==> src/rtl/cpu_pkg.sv <==
// Shared opcode, state and control-bundle definitions for the 8-bit accumulator CPU.
package cpu_pkg;
  localparam int OPC_W = 3;

  localparam logic [OPC_W-1:0] OP_HLT = 3'b000;
  localparam logic [OPC_W-1:0] OP_SKZ = 3'b001;
  localparam logic [OPC_W-1:0] OP_ADD = 3'b010;
  localparam logic [OPC_W-1:0] OP_AND = 3'b011;
  localparam logic [OPC_W-1:0] OP_XOR = 3'b100;
  localparam logic [OPC_W-1:0] OP_LDA = 3'b101;
  localparam logic [OPC_W-1:0] OP_STO = 3'b110;
  localparam logic [OPC_W-1:0] OP_JMP = 3'b111;

  typedef enum logic [3:0] {
    ST_S0     = 4'd0,
    ST_S1     = 4'd1,
    ST_S2     = 4'd2,
    ST_S3     = 4'd3,
    ST_S4     = 4'd4,
    ST_S5     = 4'd5,
    ST_S6     = 4'd6,
    ST_S7     = 4'd7,
    ST_HALTED = 4'd8,
    ST_WAIT   = 4'd9
  } state_e;

  typedef struct packed {
    logic is_alu;
    logic is_lda;
    logic is_sto;
    logic is_jmp;
    logic is_skz;
    logic is_hlt;
  } opc_class_t;

  typedef struct packed {
    logic load_ir;
    logic rd;
    logic wr;
    logic inc_pc;
    logic load_pc;
    logic load_acc;
    logic datactl_ena;
    logic halt;
  } ctl_t;
endpackage

==> src/rtl/cpu_opc_class.sv <==
// Combinational opcode classifier: one-hot class bits for the sequencer decode.
module cpu_opc_class
  import cpu_pkg::*;
#(
  parameter int               OPC_W_P   = OPC_W,
  parameter logic [OPC_W_P-1:0] HALT_CODE = OP_HLT
) (
  input  logic [OPC_W_P-1:0] opc,
  output opc_class_t         cls
);
  logic hlt;

  assign hlt = (opc == HALT_CODE);

  always_comb begin
    cls = '0;
    cls.is_hlt = hlt;
    // A relocated halt code takes priority over whatever opcode shares its value.
    if (!hlt) begin
      case (opc)
        OP_ADD, OP_AND, OP_XOR: cls.is_alu = 1'b1;
        OP_LDA:                 cls.is_lda = 1'b1;
        OP_STO:                 cls.is_sto = 1'b1;
        OP_JMP:                 cls.is_jmp = 1'b1;
        OP_SKZ:                 cls.is_skz = 1'b1;
        default:                ;
      endcase
    end
  end
endmodule

==> src/rtl/cpu_ctl_fsm.sv <==
// 8-cycle instruction sequencer (fetch x2, decode, execute x4) with halt.
// Build option CPU_CTL_SINGLE_STEP_EN adds a step input and a WAIT state after S7.
module cpu_ctl_fsm
  import cpu_pkg::*;
#(
  parameter int                 OPC_W_P   = OPC_W,
  parameter logic [OPC_W_P-1:0] HALT_CODE = OP_HLT
) (
  input  logic               clk1,
  input  logic               rst,
  input  logic               ena,
`ifdef CPU_CTL_SINGLE_STEP_EN
  input  logic               step,
`endif
  input  logic [OPC_W_P-1:0] opc,
  input  logic               zero,
  output logic               load_ir,
  output logic               rd,
  output logic               wr,
  output logic               inc_pc,
  output logic               load_pc,
  output logic               load_acc,
  output logic               datactl_ena,
  output logic               halt
);
  state_e     state, state_n;
  logic       skip, skip_n;
  opc_class_t cls;
  ctl_t       ctl;

  cpu_opc_class #(.OPC_W_P(OPC_W_P), .HALT_CODE(HALT_CODE)) u_cls (
    .opc (opc),
    .cls (cls)
  );

  always_ff @(posedge clk1 or negedge rst) begin
    if (!rst) begin
      state <= ST_S0;
      skip  <= 1'b0;
    end else begin
      state <= state_n;
      skip  <= skip_n;
    end
  end

  always_comb begin
    state_n = state;
    skip_n  = skip;
    ctl     = '0;
    case (state)
      ST_S0: begin
        ctl.load_ir = 1'b1; ctl.rd = 1'b1; ctl.inc_pc = 1'b1;
        state_n = ST_S1;
      end
      ST_S1: begin
        ctl.load_ir = 1'b1; ctl.rd = 1'b1; ctl.inc_pc = 1'b1;
        state_n = ST_S2;
      end
      ST_S2: state_n = ST_S3;
      ST_S3: begin
        ctl.halt = cls.is_hlt;
        state_n  = cls.is_hlt ? ST_HALTED : ST_S4;
      end
      ST_S4: begin
        ctl.rd          = cls.is_alu | cls.is_lda;
        ctl.datactl_ena = cls.is_sto;
        ctl.load_pc     = cls.is_jmp;
        state_n = ST_S5;
      end
      ST_S5: begin
        ctl.rd          = cls.is_alu | cls.is_lda;
        ctl.load_acc    = cls.is_alu | cls.is_lda;
        ctl.datactl_ena = cls.is_sto;
        ctl.wr          = cls.is_sto;
        ctl.load_pc     = cls.is_jmp;
        if (cls.is_skz) skip_n = zero;
        state_n = ST_S6;
      end
      ST_S6: begin
        // Bus stays driven one cycle past wr so the write data holds.
        ctl.datactl_ena = cls.is_sto;
        ctl.inc_pc      = cls.is_skz & skip;
        state_n = ST_S7;
      end
      ST_S7: begin
        ctl.inc_pc = cls.is_skz & skip;
        skip_n     = 1'b0;
`ifdef CPU_CTL_SINGLE_STEP_EN
        state_n = ST_WAIT;
`else
        state_n = ST_S0;
`endif
      end
      ST_HALTED: ctl.halt = 1'b1;
`ifdef CPU_CTL_SINGLE_STEP_EN
      ST_WAIT: if (step) state_n = ST_S0;
`endif
      default: state_n = ST_S0;
    endcase
    if (!ena) begin
      state_n = ST_S0;
      skip_n  = 1'b0;
    end
  end

  // Reset gating is combinational so outputs drop without waiting for a clock.
  assign {load_ir, rd, wr, inc_pc, load_pc, load_acc, datactl_ena, halt} =
         (ena && rst) ? ctl : '0;
endmodule

==> config.mk <==
export PLATFORM = sky130hd
export DESIGN_NAME = cpu_ctl_fsm
export DESIGN_NICKNAME = d
export VERILOG_FILES = /design/src/rtl/cpu_pkg.sv /design/src/rtl/cpu_opc_class.sv /design/src/rtl/cpu_ctl_fsm.sv
export SDC_FILE = /design/constraint.sdc
export NUM_CORES = 1
export LEC_CHECK = 0
export ABC_AREA = 1
export CORE_AREA = 2 2 39 41
export DETAILED_ROUTE_END_ITERATION = 10
export DIE_AREA = 0 0 41 43
export PLACE_DENSITY_LB_ADDON = 0.12
export SLEW_MARGIN = 20
export SYNTH_ARGS = -nofsm -noshare
export SYNTH_HDL_FRONTEND = slang
export SYNTH_SLANG_ARGS = --single-unit
==> constraint.sdc <==
create_clock -name clk1 -period 2.05 [get_ports clk1]
set_clock_uncertainty 0.15 [all_clocks]
set_input_delay 0.41 -clock clk1 [delete_from_list [all_inputs] [get_ports clk1]]
set_output_delay 0.41 -clock clk1 [all_outputs]
set_load 0.02 [all_outputs]
### After elaboration in Yosys (flattened, before gate mapping)

Index checks and enable logic that the tools add are counted.
Widths: inputs -> output; s select.

| word-level totals | value |
|---|---|
| register bits | 5 |
| input bits | 7 |
| output and inout bits | 8 |
| word-level logic and storage cells | 52 |

| cells by class | value |
|---|---|
| equality and inequality tests | 18 |
| muxes and demuxes | 21 |
| bitwise gates (word level) | 2 |
| reduce and logical (&&, ||, !) cells | 9 |

Operators by type and width:

| cell | number |
|---|---|
| $pmux 4 s8 | 1 |
| $eq 4x3->1 const B | 4 |
| $eq 3x3->1 const B | 4 |
| $mux 1 | 12 |
| $eq 4x2->1 const B | 2 |
| $mux 4 | 2 |
| $mux 8 | 1 |
| $pmux 1 s2 | 4 |
| $eq 3x2->1 const B | 2 |
| $reduce_or 2->1 | 3 |
| $reduce_or 3->1 | 2 |
| $mux 5 | 1 |
| $eq 4x1->1 const B | 1 |
| $eq 4x4->1 const B | 1 |
| $logic_not 4->1 | 1 |
| $eq 3x1->1 const B | 1 |
| $logic_not 3->1 | 1 |
| $ne 3x1->1 const B | 1 |
| $ne 3x3->1 const B | 1 |
| $ne 2x2->1 const B | 1 |
| $reduce_and 2->1 | 1 |
| $and 1x1->1 | 1 |
| $logic_and 1x1->1 | 1 |
| $or 1x1->1 | 1 |

### Logic depth before layout (Yosys ltp)

Gate-level depths: netlist of run 1.

| depth | value |
|---|---|
| word-level depth | 7 |
| mapped depth | 7 |
| gate-level depth less buffers | 7 |

### By module

From an unflattened synthesis of run 1, not the netlist that was laid out.

| unflattened totals | value |
|---|---|
| cells, all modules | 68 |
| area, all modules | 439.2 um^2 |

By module, submodules not included:

| module | instances | cells each | area an instance (um^2) | seq. area each (um^2) |
|---|---|---|---|---|
| cpu_ctl_fsm | 1 | 54 | 374.1 | 125.1 |
| cpu_opc_class | 1 | 14 | 65.1 | 0.0 |

### Worst setup path after synthesis of run 1

OpenSTA, ideal clock, no wires.

| timing | value |
|---|---|
| path type | input to output |
| from | input rst |
| to | output load_pc |
| arrival | 1.261 ns |
| required time | 1.490 ns |
| slack | 0.229 ns |
| stages | 4 |
| buffers on the path | 0 |
| cells stage by stage | nand2_1 -> inv_1 -> nand2_1 -> nor4_1 |

| between the ends | value |
|---|---|
| longest elaborated chain between the ends | 2 |

RTL lines:

| what | line | RTL |
|---|---|---|
| from (decl) | cpu_ctl_fsm.sv:10 | `input logic rst,` |
| $logic_and 1x1->1 | cpu_ctl_fsm.sv:108 | `(ena && rst) ? ctl : '0;` |
| $mux 8 | cpu_ctl_fsm.sv:108 |  |
| to (decl) | cpu_ctl_fsm.sv:21 | `output logic load_pc,` |

Every way passes these cells.

### Worst setup path in the final report of run 1

| timing | value |
|---|---|
| from | input opc[2] |
| to | output halt |

| between the ends | value |
|---|---|
| longest elaborated chain between the ends | 3 |

RTL lines:

| what | line | RTL |
|---|---|---|
| from (decl) | cpu_ctl_fsm.sv:15 | `input logic [OPC_W_P-1:0] opc,` |
| $logic_not 3->1 | cpu_opc_class.sv:13 | `assign hlt = (opc == HALT_CODE);` |
| $pmux 1 s2 | cpu_ctl_fsm.sv:50 | `case (state)` |
| $mux 8 | cpu_ctl_fsm.sv:108 |  |
| to (decl) | cpu_ctl_fsm.sv:24 | `output logic halt` |

Every way passes these cells.

==> results of run 1 <==
==> path summary, 6_finish.rpt <==
path                             to  startpoint  cells after the start
max                            halt      opc[2]                      7
min                        state[3]         rst                      2
max reg2reg                    skip    state[1]                      8
min reg2reg                state[0]    state[0]                      1
max in group asynchronous  state[2]         rst                      2
min in group clk1          state[0]    state[0]                      1
==> layout make-up <==
cell class,count,area [um^2],area share
repair buffers,27,218,0.339
multi-input cells,40,196,0.306
flip-flops and latches,5,125,0.195
inverters,15,56.3,0.0877
clock buffers,4,26.3,0.0409
well taps,16,20.0,0.0312
==> metal layers <==
| metal | GRT usage | vias up | wire length [um] |
|---|---|---|---|
| li1 | - | 250 | - |
| met1 | 0.172 | 208 | 422 |
| met2 | 0.238 | 10 | 510 |
| met3 | 0.0314 | 2 | 46 |
| met4 | 0.100 | 0 | 10 |
| met5 | 0 | - | 0 |
==> per-stage QoR <==
step / util / area [um^2] / TNS (ns)
5_1_grt: 0.464 / 642 / 0
2_1_floorplan: - / 367 / 0
3_3_place_gp: 0.446 / 617 / -3.78
6_report: 0.464 / 642 / 0
4_1_cts: 0.448 / 619 / 0
3_5_place_dp: 0.446 / 617 / -3.86
==> flip-flops by register name (all words and copies together) (netlist names) <==
name and cells:
skip 1, state 4
==> cells in the final DEF, fill, tap and decap left out, types with 2 or more instances in the layout <==
cell	n
a21oi_1	2
a21oi_2	2
buf_2	3
buf_4	15
clkbuf_4	3
dfrtp_1	5
dlygate4sd2_1	4
inv_1	11
inv_2	4
nand2_1	14
nand3_1	2
nand4_1	3
nor2_1	7
nor2_2	2
nor3_1	3
nor4_1	2
==> power by group through the flow <==
stage	Clock [W]	Sequential, W	Combinational, W
after floorplan	0	0.000108	0.0000318
after global placement	0	0.000109	0.0000749
after detailed placement	0	0.000109	0.0000753
after CTS	0.000120	0.000108	0.0000723
after global routing	0.000126	0.000108	0.0000822
final	0.000114	0.000108	0.0000728
==> logic make-up after synthesis <==
logic type | after synthesis | synth area share
AO/OA/AOI/OAI | 5 | 0.0785
buffers and inverters | 15 | 0.154
flip-flops | 5 | 0.341
AND/OR/NAND/NOR | 35 | 0.427
==> timing repair <==
| item | in CTS | in global routing |
|---|---|---|
| pin swaps | 3 | 2 |
| endpoints found under the setup margin | 8 | 3 |
| resized for setup | 39 | 9 |
| setup buffers | 1 | 0 |
==> results.cfg, run 1 <==
[timing]
fmax_mhz = 525
rsz0062_at_grt = no
fin_ws_ns = 0.144
finalCriticalPeriod_ns = 1.91
finalSetupViolations = 0
whs_ns = 0.0641
slew_headroom = 0.848
max_slew.worst_pin.slew_ns = 0.225
slew_violations = 0
finalHoldViolCount = 0
fin_crit_sh = 0.930

[cells_and_area]
fin_nets = 99
num-fill-cells = 158
area_growth_syn_to_layout_pct = 75.1
drive_gt1_frac = 0.363
diodes = 0
fin_cells = 107

[setup_path]
path_common_cell = nand2_1
slowest_delay_ns = 0.27
path_class = input pin to primary output
critPathTopFamily = buffers and inverters
ff2ff_setup_slack_ns = 0.76
cp-end-kind = primary output
cp_max_fo = 4
path_cells = dlygate4sd2_1 > nor2_1 > nand2_1 > inv_1 > nand2_1 > a21oi_2 > buf_6
required_ns = 1.49
crit_slowest_cell = dlygate4sd2_1
arrival_ns = 1.35
startpoint_type = input pin
cp_num_buf_inv = 3

[pwr]
p_comb_frac = 0.247
power.total_w = 0.000295
swShare = 0.282
total_leakage_power_nw = 0.358
power.density_nw_per_um2 = 460
p_sw_w = 0.0000831
p_clk_frac = 0.388
vdd_ir_drop_max_uv = 267
p_seq_frac = 0.366
power.internal_w = 0.000212

[routing]
drt-total-wl_um = 989
drt_iter0_markers = 9
drtAntennaViolNets = 0
wl_per_cell_um = 9.24
post_drt_via_cell_ratio = 4.39
post-route-drc-count = 0
drtPass1Iterations = 4
vias = 470

[logic_synthesis]
syn_avg_cell_area_um2 = 6.11
yosysMostFrequentCell = nand2_1
synth_ff_type = dfrtp_1
synthTopCellsByArea = dfrtp_1, nand2_1, inv_1
synth_common_cells = nand2_1, inv_1, nor2_1
synthDistinctLibCells = 14
netlist_area_um2 = 367
netlist_instances = 60
synth-edff-count = 0
async_reset_ff_frac = 1.00
yosysWarnings = 0
synth_fp_nets = 67
ys_seq_area_frac = 0.341
synth_top_cell_by_area = dfrtp_1
yosys_register_bits = 5
yosysTopAreaCellShare = 0.341

[floorplanning]
die_h_um = 43
dieArea_um2 = 1760
die_x_um = 41
fp-row-count = 14
initial_utilization = 0.265
coreArea_um2 = 1380
ios = 15

[global_routing]
grt_use_total = 0.151
grt_pass1_wl_mm = 1.75
overflow = 0
grt_max_degree = 6
grt_pass1_vias = 447
antenna_found_initial = 0

[placed_design]
dp_cells = 102
io_buffers = 14
dp_slack_ns = -0.574
gp_congestion = 0.730
place_hpwl_um = 854

[clocking]
root_buffer = clkbuf_4
cts.htree.levels = 1
postCtsHoldBufs = 0
clk_latency_ns = 0.24
clock-sinks = 5
numCtsBuffers = 3
path_clk_slew_ns = 0.05
cts_buffer_depth = 2
cts_tree = built

[job]
cap_violations = 0

[run_status]
status = finished, final reports clean

[hold_path]
hp-class = input pin to asynchronous set/reset pin
(Power assumes the default switching activity.)
==> run 2: changes to the inputs <==
--- a/config.mk
+++ b/config.mk
@@ -6,11 +6,12 @@
 export NUM_CORES = 1
 export LEC_CHECK = 0
 export ABC_AREA = 1
-export CORE_AREA = 2 2 39 41
+export CORE_MARGIN = 2
+export CORE_UTILIZATION = 30
 export DETAILED_ROUTE_END_ITERATION = 10
-export DIE_AREA = 0 0 41 43
 export PLACE_DENSITY_LB_ADDON = 0.12
 export SLEW_MARGIN = 20
 export SYNTH_ARGS = -nofsm -noshare
 export SYNTH_HDL_FRONTEND = slang
+export SYNTH_HIERARCHICAL = 1
 export SYNTH_SLANG_ARGS = --single-unit
==> run 2 against run 1 <==
Register-to-register slack about the same; total power up 5.3%; setup slack worse by 0.030 ns; first-iteration DRC count down 78%; count of clock-buffer cells in the layout unchanged; combinational power up 28%; routed wire length up 5.3%; non-clock buffer count up 2; global-route usage down 2.0 points; synthesized cell count up 13%; largest power group is now registers.
==> results.cfg, run 2 <==
[cells_and_area]
largest_reg_flops = 4
area_growth_syn_to_layout_pct = 68.9
diodes = 0
regArea_um2 = 125
stdcell_area_um2 = 742
num-fill-cells = 132
multi_input_area_um2 = 283
fin_cells = 115
top_regs = state (4), skip (1)
fin_nets = 108
drive_gt1_frac = 0.520
finish.utilization = 0.556
final_common_cell = buf_4
final_cell_mix = buf_4, inv_1, nand2_1
top_register = state

[logic_synthesis]
synthDistinctLibCells = 17
yosysTopAreaCellShare = 0.285
synth_common_cells = inv_1, nand2_1, nor2_2
netlist_area_um2 = 439
synth-edff-count = 0
async_reset_ff_frac = 1.00
syn_avg_cell_area_um2 = 6.46
synth_top_cell_by_area = dfrtp_1
yosys_register_bits = 5
synthTopCellsByArea = dfrtp_1, nor2_2, inv_1
netlist_instances = 68
synth_fp_nets = 75
ys_seq_area_frac = 0.285
yosysWarnings = 6
synth_ff_type = dfrtp_1

[pwr]
vdd_ir_drop_max_uv = 320
p_sw_w = 0.0000913
swShare = 0.294
p_comb_frac = 0.300
p_seq_frac = 0.351
p_clk_frac = 0.350
total_leakage_power_nw = 0.413
power.internal_w = 0.000219
power.density_nw_per_um2 = 419

[job]
cap_violations = 0

[floorplanning]
die_x_um = 42.3
coreArea_um2 = 1330
fp-row-count = 13
initial_utilization = 0.329
ios = 15
die_h_um = 42.3
dieArea_um2 = 1790

[setup_path]
slowest_delay_ns = 0.26
startpoint = opc[2]
reg2regPathDepth = 7
required_ns = 1.49
setup.worst_path.end = rd
path_class = input pin to primary output
worst-path-stages = 7
crit-reg2reg-launch = state[3]
arrival_ns = 1.38
r2r_end = skip
critPathTopFamily = buffers and inverters
path_common_cell = buf_4
cp_num_buf_inv = 3
path_cells = dlygate4sd2_1 > buf_4 > nor2_1 > nor2_2 > o211ai_2 > nand2_1 > buf_4
crit_slowest_cell = dlygate4sd2_1
cp-end-kind = primary output
ff2ff_setup_slack_ns = 0.77
cp_max_fo = 3
startpoint_type = input pin

[clocking]
clock-sinks = 5
root_buffer = clkbuf_4
clk_latency_ns = 0.23
cts.htree.levels = 1
postCtsHoldBufs = 0
cts_buffer_depth = 2
cts_tree = built
path_clk_slew_ns = 0.04
numCtsBuffers = 3

[timing]
slew_headroom = 0.822
fin_crit_sh = 0.944
max_slew.worst_pin.slew_ns = 0.264
finalCriticalPeriod_ns = 1.94
setup_tns_ns = 0
finalSetupViolations = 0
fmax_mhz = 516
slew_violations = 0
whs_ns = 0.0190
finalHoldViolCount = 0
rsz0062_at_grt = no

[routing]
post-route-drc-count = 0
drtAntennaViolNets = 0
drt_iter0_markers = 2
drt-total-wl_mm = 1.04
drtPass1Iterations = 2
post_drt_via_cell_ratio = 4.34
vias = 499
wl_per_cell_um = 9.05

[global_routing]
grt_use_met1 = 0.144
grt_max_degree = 7
met3_usage = 0.0129
top_usage_layer = met2
overflow = 0
grt_pass1_vias = 464
grt_pass1_wl_mm = 1.82
grtUsageMet2 = 0.246
antenna_found_initial = 0
grt_use_total = 0.130

[hold_path]
hp-class = input pin to asynchronous set/reset pin

[placed_design]
dpl_cell_area_um2 = 703
dp_cells = 111
place_hpwl_um = 871
gp_congestion = 0.790
io_buffers = 14

[run_status]
status = finished, final reports clean
## run 2: cell count changes after synthesis, moves of 2 or more
cell,previous run,this run
nand3_1,2,5
nor2_2,1,8
nand2_1,14,10
inv_2,2,7
nand2_2,1,3
inv_1,13,10
nand4_1,3,1
## run 2: worst min-delay path by stage
stage,from,to,cells past startpoint
floorplan,rst,skip,0
global placement,state[0],state[0],1
detailed placement,state[0],state[0],1
CTS,rst,state[0],2
global route,rst,state[0],2
finish,rst,state[0],2
## run 2: cell families after synthesis
group / synth area share
AOI/OAI and AO/OA: 0.0513
buffers and inverters: 0.162
DFF: 0.285
and+or+nand+nor: 0.501
## run 2: stage by stage
step                      worst slack [ns]  total power, W
final                                0.114        0.000311
after CTS                         -0.00691        0.000311
after global placement              -0.593        0.000201
after detailed placement            -0.610        0.000202
after floorplan                      0.149        0.000150
after global routing                0.0239        0.000334
## run 2: timing repair
action	4_1_cts	5_1_grt
setup endpoints to repair	8	6
buffers inserted	0	0
resized for setup	42	10
pin swaps	4	1
## run 2: cell type report
type | instances | area share
tap | 15 | 0.0253
timing repair buffer | 29 | 0.304
sequential | 5 | 0.169
multi-input combinational | 45 | 0.381
inverter | 17 | 0.0860
clock buffer | 4 | 0.0354
## run 2: power groups by stage
stage / Combinational (W) / Clock [W] / Sequential (W)
6_report: 0.0000930 / 0.000109 / 0.000109
5_1_grt: 0.000103 / 0.000122 / 0.000109
4_1_cts: 0.0000881 / 0.000114 / 0.000109
3_5_place_dp: 0.0000915 / 0 / 0.000110
3_3_place_gp: 0.0000911 / 0 / 0.000110
2_1_floorplan: 0.0000414 / 0 / 0.000109
## run 2: layer usage
metal	part of all wire	routed length, um
met5	0	0
met4	0	0
met3	0.041	43
met2	0.53	551
met1	0.43	446
